**config.mk**
```make
export PLATFORM = sky130hd
export DESIGN_NAME = aes_round_controller_flat
export DESIGN_NICKNAME = d
export VERILOG_FILES = /design/src/rtl/aes_round_controller_pkg.sv /design/src/rtl/aes_round_controller_if.sv /design/src/rtl/aes_round_controller_valid_delay.sv /design/src/rtl/aes_round_controller.sv /design/src/flat_wrapper.sv
export SDC_FILE = /design/constraint.sdc
export NUM_CORES = 1
export LEC_CHECK = 0
export BUFFER_PORTS_ARGS = -buffer_cell sky130_fd_sc_hd__buf_2
export CORE_MARGIN = 2
export CORE_UTILIZATION = 43
export DETAILED_ROUTE_END_ITERATION = 10
export GPL_TIMING_DRIVEN = 0
export PLACE_DENSITY = 0.66
export SLEW_MARGIN = 20
export SYNTH_ARGS = -nofsm -noshare
export SYNTH_HDL_FRONTEND = slang
export SYNTH_SLANG_ARGS = --single-unit
```
**constraint.sdc**
```tcl
create_clock -name clk -period 3.5 [get_ports clk]
set_clock_uncertainty 0.05 [all_clocks]
set_input_delay 0.175 -clock clk [delete_from_list [all_inputs] [get_ports clk]]
set_output_delay 0.175 -clock clk [all_outputs]
set_load 0.01 [all_outputs]
```
**src/rtl/aes_round_controller_pkg.sv**
```systemverilog
// Shared types and constants for the byte-serial AES-128 round controller.
package aes_ctrl_pkg;

  localparam int AES_BYTES_PER_BLOCK = 16;
  localparam int AES_BYTE_IDX_W      = 4;
  localparam int AES128_NUM_ROUNDS   = 10;
  localparam int ROUND_NUM_W         = 4;

  typedef enum logic [2:0] {
    IDLE,
    PREP,
    LOAD,
    ROUND,
    FINAL,
    DRAIN
  } ctrl_state_e;

  typedef logic [AES_BYTE_IDX_W-1:0] byte_idx_t;
  typedef logic [ROUND_NUM_W-1:0]    round_num_t;

  // One output-byte slot travelling through the latency-matching delay line.
  typedef struct packed {
    logic valid;
    logic last;
  } out_slot_t;

  // Registered control outputs that follow the FSM directly.
  typedef struct packed {
    logic       busy;
    logic       in_ready;
    byte_idx_t  cnt;
    round_num_t round_num;
    logic       encrypt;
    logic       first_round;
    logic       rst_synch;
    logic       key_start;
  } ctrl_out_t;

  // Encrypt is the default mode after reset; everything else is quiet.
  localparam ctrl_out_t CTRL_OUT_RESET = '{
    busy:        1'b0,
    in_ready:    1'b0,
    cnt:         '0,
    round_num:   '0,
    encrypt:     1'b1,
    first_round: 1'b0,
    rst_synch:   1'b0,
    key_start:   1'b0
  };

  // True on the 16th byte slot of a round.
  function automatic logic is_last_byte(input byte_idx_t idx);
    return idx == byte_idx_t'(AES_BYTES_PER_BLOCK - 1);
  endfunction

endpackage

```
**src/rtl/aes_round_controller_if.sv**
```systemverilog
// User-side handshake plus datapath/key-schedule control bundle of the
// AES round controller. The master drives block requests, the slave is
// the controller itself.
interface aes_round_controller_if;
  import aes_ctrl_pkg::*;

  logic       start;
  logic       encrypt_in;
  logic       abort;
  logic       busy;
  logic       in_ready;
  byte_idx_t  inner_state_counter;
  round_num_t round_num;
  logic       encrypt;
  logic       first_round;
  logic       rst_synch;
  logic       key_start;
  logic       out_valid;
  logic       out_last;
  logic       done;

  modport master (
    output start, encrypt_in, abort,
    input  busy, in_ready, inner_state_counter, round_num, encrypt,
           first_round, rst_synch, key_start, out_valid, out_last, done
  );

  modport slave (
    input  start, encrypt_in, abort,
    output busy, in_ready, inner_state_counter, round_num, encrypt,
           first_round, rst_synch, key_start, out_valid, out_last, done
  );

endinterface

```
**src/rtl/aes_round_controller_valid_delay.sv**
```systemverilog
// DEPTH-stage shift register carrying {valid, last} so the output strobes
// line up with the datapath's output latency. Collapses to a wire at depth 0.
module aes_valid_delay
  import aes_ctrl_pkg::*;
#(
  parameter int DEPTH = 2
) (
  input  logic      clk,
  input  logic      rst,
  input  logic      i_clr,
  input  out_slot_t i_slot,
  output out_slot_t o_slot
);

  if (DEPTH == 0) begin : g_wire
    logic w_unused;
    assign w_unused = ^{clk, rst, i_clr};
    assign o_slot   = i_slot;
  end else begin : g_sr
    out_slot_t r_sr [DEPTH];

    // Shift slots one stage per cycle; flush on reset or abort.
    always_ff @(posedge clk) begin
      // NOTE: non-blocking assignments make every stage sample its
      // predecessor's pre-edge value, so the chain really shifts by one.
      if (!rst || i_clr) begin
        // NOTE: this array is tiny and must be flushed on abort, so each
        // entry is reset explicitly; a real RAM would not be reset this way.
        for (int i = 0; i < DEPTH; i++) begin
          r_sr[i] <= '0;
        end
      end else begin
        r_sr[0] <= i_slot;
        for (int i = 1; i < DEPTH; i++) begin
          r_sr[i] <= r_sr[i-1];
        end
      end
    end

    assign o_slot = r_sr[DEPTH-1];
  end

endmodule

```
**src/rtl/aes_round_controller.sv**
```systemverilog
// Sequencing FSM for the byte-serial AES-128 datapath: PREP clears the
// datapath and restarts the key schedule, LOAD takes 16 input bytes, then
// NUM_ROUNDS rounds of 16 byte slots follow. Bytes of the final round are
// marked valid/last after OUT_LATENCY cycles, DRAIN waits for the last one.
module aes_round_controller
  import aes_ctrl_pkg::*;
#(
  parameter int NUM_ROUNDS  = AES128_NUM_ROUNDS, // legal 2..14
  parameter int OUT_LATENCY = 2                  // legal 0..7
) (
  input logic                  clk,
  input logic                  rst,
  aes_round_controller_if.slave bus
);

  localparam round_num_t PENULT_ROUND = round_num_t'(NUM_ROUNDS - 1);

  ctrl_state_e r_state;
  ctrl_state_e w_state_nxt;
  ctrl_out_t   r_out;
  ctrl_out_t   w_out_nxt;
  logic        r_out_valid;
  logic        r_out_last;
  logic        w_abort;
  out_slot_t   w_slot_in;
  out_slot_t   w_slot_dly;

  // Abort only matters while a block is in flight; in IDLE start wins.
  assign w_abort = bus.abort && (r_state != IDLE);

  // Next state and next registered control outputs.
  always_comb begin
    // NOTE: every signal driven here gets a default first, so no branch can
    // leave a value unassigned and infer a latch.
    w_state_nxt         = r_state;
    w_out_nxt           = r_out;
    w_out_nxt.rst_synch = 1'b0;
    w_out_nxt.key_start = 1'b0;

    case (r_state)
      IDLE: begin
        w_out_nxt.cnt       = '0;
        w_out_nxt.round_num = '0;
        if (bus.start) begin
          w_state_nxt         = PREP;
          w_out_nxt.encrypt   = bus.encrypt_in;
          w_out_nxt.rst_synch = 1'b1;
          w_out_nxt.key_start = 1'b1;
        end
      end

      PREP: begin
        w_state_nxt         = LOAD;
        w_out_nxt.cnt       = '0;
        w_out_nxt.round_num = '0;
      end

      LOAD: begin
        if (is_last_byte(r_out.cnt)) begin
          w_out_nxt.cnt       = '0;
          w_out_nxt.round_num = round_num_t'(1);
          w_state_nxt         = (NUM_ROUNDS == 1) ? FINAL : ROUND;
        end else begin
          w_out_nxt.cnt = r_out.cnt + byte_idx_t'(1);
        end
      end

      ROUND: begin
        if (is_last_byte(r_out.cnt)) begin
          w_out_nxt.cnt       = '0;
          w_out_nxt.round_num = r_out.round_num + round_num_t'(1);
          if (r_out.round_num == PENULT_ROUND) begin
            w_state_nxt = FINAL;
          end
        end else begin
          w_out_nxt.cnt = r_out.cnt + byte_idx_t'(1);
        end
      end

      FINAL: begin
        if (is_last_byte(r_out.cnt)) begin
          w_out_nxt.cnt       = '0;
          w_out_nxt.round_num = '0;
          w_state_nxt         = (OUT_LATENCY == 0) ? IDLE : DRAIN;
        end else begin
          w_out_nxt.cnt = r_out.cnt + byte_idx_t'(1);
        end
      end

      DRAIN: begin
        w_out_nxt.cnt       = '0;
        w_out_nxt.round_num = '0;
        if (r_out_last) begin
          w_state_nxt = IDLE;
        end
      end

      default: begin
        w_state_nxt         = IDLE;
        w_out_nxt.cnt       = '0;
        w_out_nxt.round_num = '0;
      end
    endcase

    // Abort drops the block and clears datapath and key schedule once.
    if (w_abort) begin
      w_state_nxt         = IDLE;
      w_out_nxt.cnt       = '0;
      w_out_nxt.round_num = '0;
      w_out_nxt.rst_synch = 1'b1;
      w_out_nxt.key_start = 1'b1;
    end

    w_out_nxt.busy        = (w_state_nxt != IDLE);
    w_out_nxt.in_ready    = (w_state_nxt == LOAD);
    w_out_nxt.first_round = (w_state_nxt == LOAD);
  end

  // A slot strobe for every final-round byte, tagged last on byte 15. It is
  // taken from the next-state view so the output register below adds the
  // one cycle that makes the total delay exactly OUT_LATENCY.
  assign w_slot_in.valid = (w_state_nxt == FINAL);
  assign w_slot_in.last  = (w_state_nxt == FINAL) && is_last_byte(w_out_nxt.cnt);

  aes_valid_delay #(
    .DEPTH (OUT_LATENCY)
  ) u_valid_delay (
    .clk    (clk),
    .rst    (rst),
    .i_clr  (w_abort),
    .i_slot (w_slot_in),
    .o_slot (w_slot_dly)
  );

  // State and output registers.
  always_ff @(posedge clk) begin
    if (!rst) begin
      r_state     <= IDLE;
      r_out       <= CTRL_OUT_RESET;
      r_out_valid <= 1'b0;
      r_out_last  <= 1'b0;
    end else begin
      r_state     <= w_state_nxt;
      r_out       <= w_out_nxt;
      r_out_valid <= w_slot_dly.valid && !w_abort;
      r_out_last  <= w_slot_dly.last  && !w_abort;
    end
  end

  assign bus.busy                = r_out.busy;
  assign bus.in_ready            = r_out.in_ready;
  assign bus.inner_state_counter = r_out.cnt;
  assign bus.round_num           = r_out.round_num;
  assign bus.encrypt             = r_out.encrypt;
  assign bus.first_round         = r_out.first_round;
  assign bus.rst_synch           = r_out.rst_synch;
  assign bus.key_start           = r_out.key_start;
  assign bus.out_valid           = r_out_valid;
  assign bus.out_last            = r_out_last;
  assign bus.done                = r_out_last;

endmodule

```
**src/flat_wrapper.sv**
```systemverilog
// flat-port wrapper written by rule: the top's interface ports become plain ports
module aes_round_controller_flat import aes_ctrl_pkg::*;
#(
  parameter int NUM_ROUNDS  = AES128_NUM_ROUNDS,               
  parameter int OUT_LATENCY = 2                               
)
  (clk, rst, bus_start, bus_encrypt_in, bus_abort, bus_busy, bus_in_ready, bus_inner_state_counter, bus_round_num, bus_encrypt, bus_first_round, bus_rst_synch, bus_key_start, bus_out_valid, bus_out_last, bus_done);
  aes_round_controller_if bus_i ();
  input logic clk;
  input logic rst;
  input wire logic [$bits(bus_i.start)-1:0] bus_start;
  input wire logic [$bits(bus_i.encrypt_in)-1:0] bus_encrypt_in;
  input wire logic [$bits(bus_i.abort)-1:0] bus_abort;
  output wire logic [$bits(bus_i.busy)-1:0] bus_busy;
  output wire logic [$bits(bus_i.in_ready)-1:0] bus_in_ready;
  output wire logic [$bits(bus_i.inner_state_counter)-1:0] bus_inner_state_counter;
  output wire logic [$bits(bus_i.round_num)-1:0] bus_round_num;
  output wire logic [$bits(bus_i.encrypt)-1:0] bus_encrypt;
  output wire logic [$bits(bus_i.first_round)-1:0] bus_first_round;
  output wire logic [$bits(bus_i.rst_synch)-1:0] bus_rst_synch;
  output wire logic [$bits(bus_i.key_start)-1:0] bus_key_start;
  output wire logic [$bits(bus_i.out_valid)-1:0] bus_out_valid;
  output wire logic [$bits(bus_i.out_last)-1:0] bus_out_last;
  output wire logic [$bits(bus_i.done)-1:0] bus_done;
  assign bus_i.start = bus_start;
  assign bus_i.encrypt_in = bus_encrypt_in;
  assign bus_i.abort = bus_abort;
  assign bus_busy = bus_i.busy;
  assign bus_in_ready = bus_i.in_ready;
  assign bus_inner_state_counter = bus_i.inner_state_counter;
  assign bus_round_num = bus_i.round_num;
  assign bus_encrypt = bus_i.encrypt;
  assign bus_first_round = bus_i.first_round;
  assign bus_rst_synch = bus_i.rst_synch;
  assign bus_key_start = bus_i.key_start;
  assign bus_out_valid = bus_i.out_valid;
  assign bus_out_last = bus_i.out_last;
  assign bus_done = bus_i.done;
  aes_round_controller #(.NUM_ROUNDS(NUM_ROUNDS), .OUT_LATENCY(OUT_LATENCY)) u_core (.clk(clk), .rst(rst), .bus(bus_i));
endmodule
```
# Yosys cells after proc, flatten, opt, wreduce, memory -nomap -nowiden

Memories as Yosys holds them, arrays and structs flattened.
Cells that the tools add are included.

Bits in registers: 18
Bits in writable memories: 4
Output and inout port bits: 17
Memories: 1

$add $sub $neg: 2
Eq/ne operators: 13
Muxes and demuxes: 22
Bitwise logic cells: 3
Reductions and logical operators: 13

Memories:

| name                           | depth | bits a word | read ports | clocked after memory_dff | wr ports | line                                   | RTL |
|---|---|---|---|---|---|---|---|
| u_core.u_valid_delay.g_sr.r_sr | 2     | 2           | 2          | 0                        | 2        | aes_round_controller_valid_delay.sv:20 | `out_slot_t r_sr [DEPTH];` |

Operator list:

| kind                  | count |
|---|---|
| $pmux W8 S3           | 1 |
| $mux W3               | 7 |
| $pmux W3 S6           | 1 |
| $mux W4               | 4 |
| $eq A4 B4 Y1 const B  | 3 |
| $mux W2               | 5 |
| $eq A3 B2 Y1 const B  | 3 |
| $eq A3 B3 Y1 const B  | 3 |
| $add A4 B1 Y4 const B | 2 |
| $mux W8               | 1 |
| $ne A2 B1 Y1 const B  | 3 |
| $reduce_bool A3 Y1    | 2 |
| $logic_and A1 B1 Y1   | 4 |
| $eq A3 B1 Y1 const B  | 1 |
| $logic_not A3 Y1      | 1 |
| $mux W1               | 3 |
| $reduce_and A3 Y1     | 1 |
| $logic_not A1 Y1      | 2 |
| $or A1 B1 Y1          | 2 |
| $reduce_and A2 Y1     | 1 |
| $reduce_or A2 Y1      | 1 |
| $logic_or A1 B1 Y1    | 1 |
| $not A1 Y1            | 1 |

# Depth between registers and ports, before layout

Depth after elaboration: 8
Depth in mapped cells: 6
Mapped depth without buffers: 6

# Modules after synthesis

Synthesis repeated with hierarchy kept, for this count alone.

Cell total of the unflattened synthesis: 107
Area total of the unflattened synthesis: 1009.7 um^2

Modules (own cells, without submodules):

| module               | times used | cells each | area an instance (um^2) |
|---|---|---|---|
| aes_round_controller | 1          | 97         | 879.6 |
| aes_valid_delay      | 1          | 10         | 130.1 |

# Worst setup path before layout

OpenSTA, ideal clock, no wires.

Kind: register to register
From: register u_core.r_out (netlist bit u_core.bus.inner_state_counter[0])
To: register u_core.r_out (netlist bit u_core.bus.busy)
Setup time: 0.131 ns
Data arrival time: 1.426 ns
Required time: 3.319 ns
Slack: 1.894 ns
Stages on the path, launching flop included: 7
Path buffers: 0
Cell sequence: dfxtp_1 -> ha_1 -> and4_4 -> nand4b_4 -> a32oi_1 -> nor2b_1 -> o21ai_1

Longest elaborated chain between the ends: 5

Ends and longest elaborated chain:

| element                    | line                                                                               | RTL |
|---|---|---|
| start: declaration         | aes_round_controller.sv:20                                                         | `ctrl_out_t r_out;` |
| start signal: assignment   | aes_round_controller.sv:144                                                        | `r_out <= w_out_nxt;` |
| $eq A4 B4 Y1 (*)           | aes_round_controller_pkg.sv:53                                                     | `return idx == byte_idx_t'(AES_BYTES_PER_BLOCK - 1);` |
| $mux W3 (on tied branches) | aes_round_controller.sv:81, aes_round_controller.sv:59, aes_round_controller.sv:69 |  |
| $pmux W3 S6 (*)            | aes_round_controller.sv:40                                                         | `case (r_state)` |
| $mux W3 (*)                | aes_round_controller.sv:106                                                        | `if (w_abort) begin` |
| $reduce_bool A3 Y1 (*)     | aes_round_controller.sv:114                                                        | `w_out_nxt.busy = (w_state_nxt != IDLE);` |

Every way passes the cells marked *; elsewhere a longest branch is shown, timed or not.
A chain may end at the register's enable or synchronous reset.

# Worst setup path in the final report

Ends and elaborated chain as after synthesis.

==> run summary <==
CP cell instances: ha_1 > and4_4 > nand4b_4 > a32oi_1 > nor2b_1 > o21ai_1
Synth area leader: dfxtp_1
Hold Startpoint: bus_encrypt_in
Final Power: 412.2 uW
CTS tree: built
HPWL Detailed: 1443 um
Setup TNS: 0 ps
Die Area: 2651 um^2
Initial Utilization: 44.69%
WL final: 1948 um
#FFs+latches synth: 21
First-pass GRT wire length: 3111 um
Slew @ Worst Pin: 590.9 ps
Fmax: 0.5780 GHz
Final RePlAce weighted congestion: 0.7629
Area grow syn2layout: 17.29%
Multi-input logic area: 484.2 um^2
Critical Path RT: 3640 ps
Kind of critical path: reg -> reg
Rel. slew slack: 60.27%
Die Wd: 51.49 um
Non-filler cells, final: 162
Global-route congestion overflow total: 0
Met3 wire length: 79 um
Area of placed instances: 1110 um^2
CP max-delay cell: dfxtp_1
Max Used Layer: met4
Placed cell count: 158
I/O Pins: 22
Period utilisation layout: 49.43%
Layout cell share with drive strength beyond 1: 26.87%
Post-route ant nets: 0
Sequential cell area: 420.4 um^2
DP Worst Slack: 1771 ps
Worst-path clk slew: 110 ps
Syn_nets: 117
Antenna cell count: 0
Routed wire length per instance: 12.02 um
Synth Area per Inst: 8.896 um^2
Cells after Synth: 109
First DRT Iteration DRCs: 17
Worst flop-to-flop path endpoint: u_core.bus.busy
Post-synthesis xor/xnor area fraction: 1.806%
Postcts setup bufs: 0
Clock power share: 28.0%
Logic pwr share: 11.8%
Syn. warnings: 0
Crit Path Max Fanout: 5
Outcome: finished clean
Post-synth cell types: 40
Fin crit period: 1730 ps
Reg2reg start: u_core.bus.inner_state_counter[0]
P_sw: 103.8 uW
Mux contribution to synthesized area: 1.032%
H-tree depth: 1
Switch share: 25.19%
Fin area: 1137 um^2
Synth Area in Simple Gates: 29.81%
Clock latency on the worst-skew pair: 300 ps
Initial DRT Pass Iterations: 4
Crit path largest cell delay: 420 ps
Maximum vdd ir drop: 0.0002400 V
Flop pwr share: 60.2%
Top-area cell type share of the netlist area: 43.35%
Crit path from: u_core.bus.inner_state_counter[0]
Final nets: 143
Num rows: 17
DR DRC count: 0
Initial antenna violation count: 0
Post-cts resize count: 0
Die Y: 51.49 um
Reg2Reg Depth: 6
Post-Syn Area: 969.7 um^2
Final setup margin: 1770 ps
Hold_buf cts: 0
Sequential area share after synthesis: 43.35%
Largest net degree at the start of global routing: 13
Arrival @ worst endpoint: 1870 ps
Longest Clk Path Bufs: 2
Final Hold Vio Count: 0
Vias per cell: 5.228
Worst hold path class: in -> reg
Total CTS buffers: 3
FILL cells: 240
Startpoint Class: register
Number of global-route vias before repair: 746
Core area: 2170 um^2
Metal2 WL: 938 um
Wire length on met1: 881 um
Static leakage: 0.5771 nW
Synth Area in Compound Gates: 13.42%
CP endpoint kind: register
PwrDens: 362.4 nW/um^2
Pins Over Slew Limit: 0
Clock Tree Root: clkbuf_4
# setup viols final: 0
Total of max-cap violations: 0
Largest family of logic cells by synthesized area: simple AND/OR/NAND/NOR gates
Post-synthesis adder-cell area fraction: 3.871%
Worst setup path end: u_core.bus.busy
R2R setup slack: 1770 ps
Port Buffers: 21
Unrepaired setup endpoints after global routing: no
Largest cells by area after synthesis: dfxtp_1, nor2_1, nand2_1, ha_1, and3_1
CTS sink count: 21
Tot GR Track Use: 16.10%
Cell-internal power: 308.4 uW
Routed via count: 847
## critical path: cells and delay by family (launching register included)
family          cells  cell delay, ps
compound gates      2             330
simple gates        3             570
flops               1             420
fa+ha+maj           1             250
## per-stage QoR
step / util (%) / hold slack (ps)
detailed placement: 51.15 / 343.9
finish: 52.42 / 25.29
CTS: 52.42 / 21.31
global placement: 51.15 / 342.2
global route: 52.42 / 15.35
floorplan: - / 250.1
## how the worst min path moves through the flow
stage                         end  slack [ps]  cells after the start
4_1_cts        u_core.bus.encrypt          20                      3
2_1_floorplan  u_core.bus.encrypt         250                      2
3_3_place_gp   u_core.bus.encrypt         340                      3
6_report       u_core.bus.encrypt          30                      3
5_1_grt        u_core.bus.encrypt          20                      3
3_5_place_dp   u_core.bus.encrypt         340                      3
## synth_stat cells
cell	number
a21boi_0	1
a21oi_1	4
a22oi_1	1
a31oi_1	1
a32oi_1	1
and3_1	5
and4_4	1
and4b_1	1
buf_2	1
buf_4	3
buf_6	1
clkbuf_1	1
dfxtp_1	21
ha_1	3
inv_1	6
mux2i_1	1
nand2_1	12
nand2b_1	1
nand2b_2	1
nand3_1	5
nand3_2	1
nand4b_1	1
nand4b_4	1
nor2_1	13
nor2b_1	2
nor3_1	1
nor3_2	1
nor4_1	1
nor4b_1	1
o211ai_1	1
o21a_1	1
o21ai_0	5
o21ai_1	1
o22a_1	1
o22ai_1	1
o22ai_2	1
o31ai_1	1
or3_1	1
or4bb_1	1
xor2_1	2
## cell families (layout without fill, tap and decap cells)
| kind of cell | Yosys count | count (layout) |
|---|---|---|
| and+or+nand+nor | 50 | 50 |
| DFF | 21 | 21 |
| AOI/OAI and AO/OA | 20 | 20 |
| adders and majority gates | 3 | 3 |
| muxes | 1 | 1 |
| xor gates and xnor gates | 2 | 2 |
| buffers and inverters | 12 | 37 |
## cell usage in the layout, fill, tap and decap left out, types with 2 or more instances in the layout
master	instances
a21oi_1	4
and3_1	5
buf_2	22
buf_4	3
clkbuf_4	3
dfxtp_1	21
ha_1	3
inv_1	6
nand2_1	12
nand3_1	5
nor2_1	13
nor2b_1	2
o21ai_0	5
xor2_1	2
## registers in the layout (all words and copies together) (netlist names)
register                        flops
u_core.bus.busy                     1
u_core.r_state                      3
u_core.bus.key_start                1
u_core.bus.round_num                4
u_core.bus.inner_state_counter      4
u_core.bus.out_valid                1
u_core.bus.first_round              1
u_core.bus.done                     1
u_core.u_valid_delay.g_sr.r_sr      4
u_core.bus.encrypt                  1
## metal layers
layer,vias to the layer above,GRT usage (%)
met5,-,0
met4,0,11.40
met3,5,3.801
met2,19,26.92
met1,390,17.69
li1,433,-
## power by group through the flow
stage,clock (mW),sequential (mW),combinational [mW]
6_report,0.115,0.248,0.0486
5_1_grt,0.130,0.249,0.0544
4_1_cts,0.119,0.248,0.0490
3_5_place_dp,0,0.254,0.0489
3_3_place_gp,0,0.254,0.0486
2_1_floorplan,0,0.256,0.0309
## cell type report
cell class | instances | share of cell area, %
Buffer | 6 | 3.740
Inverter | 6 | 1.980
Multi-Input combinational cell | 76 | 42.57
Clock inverter | 1 | 0.4400
Tap cell | 28 | 3.080
Clock buffer | 3 | 1.980
Sequential cell | 21 | 36.96
Timing Repair Buffer | 21 | 9.241
(Power assumes the default switching activity.)
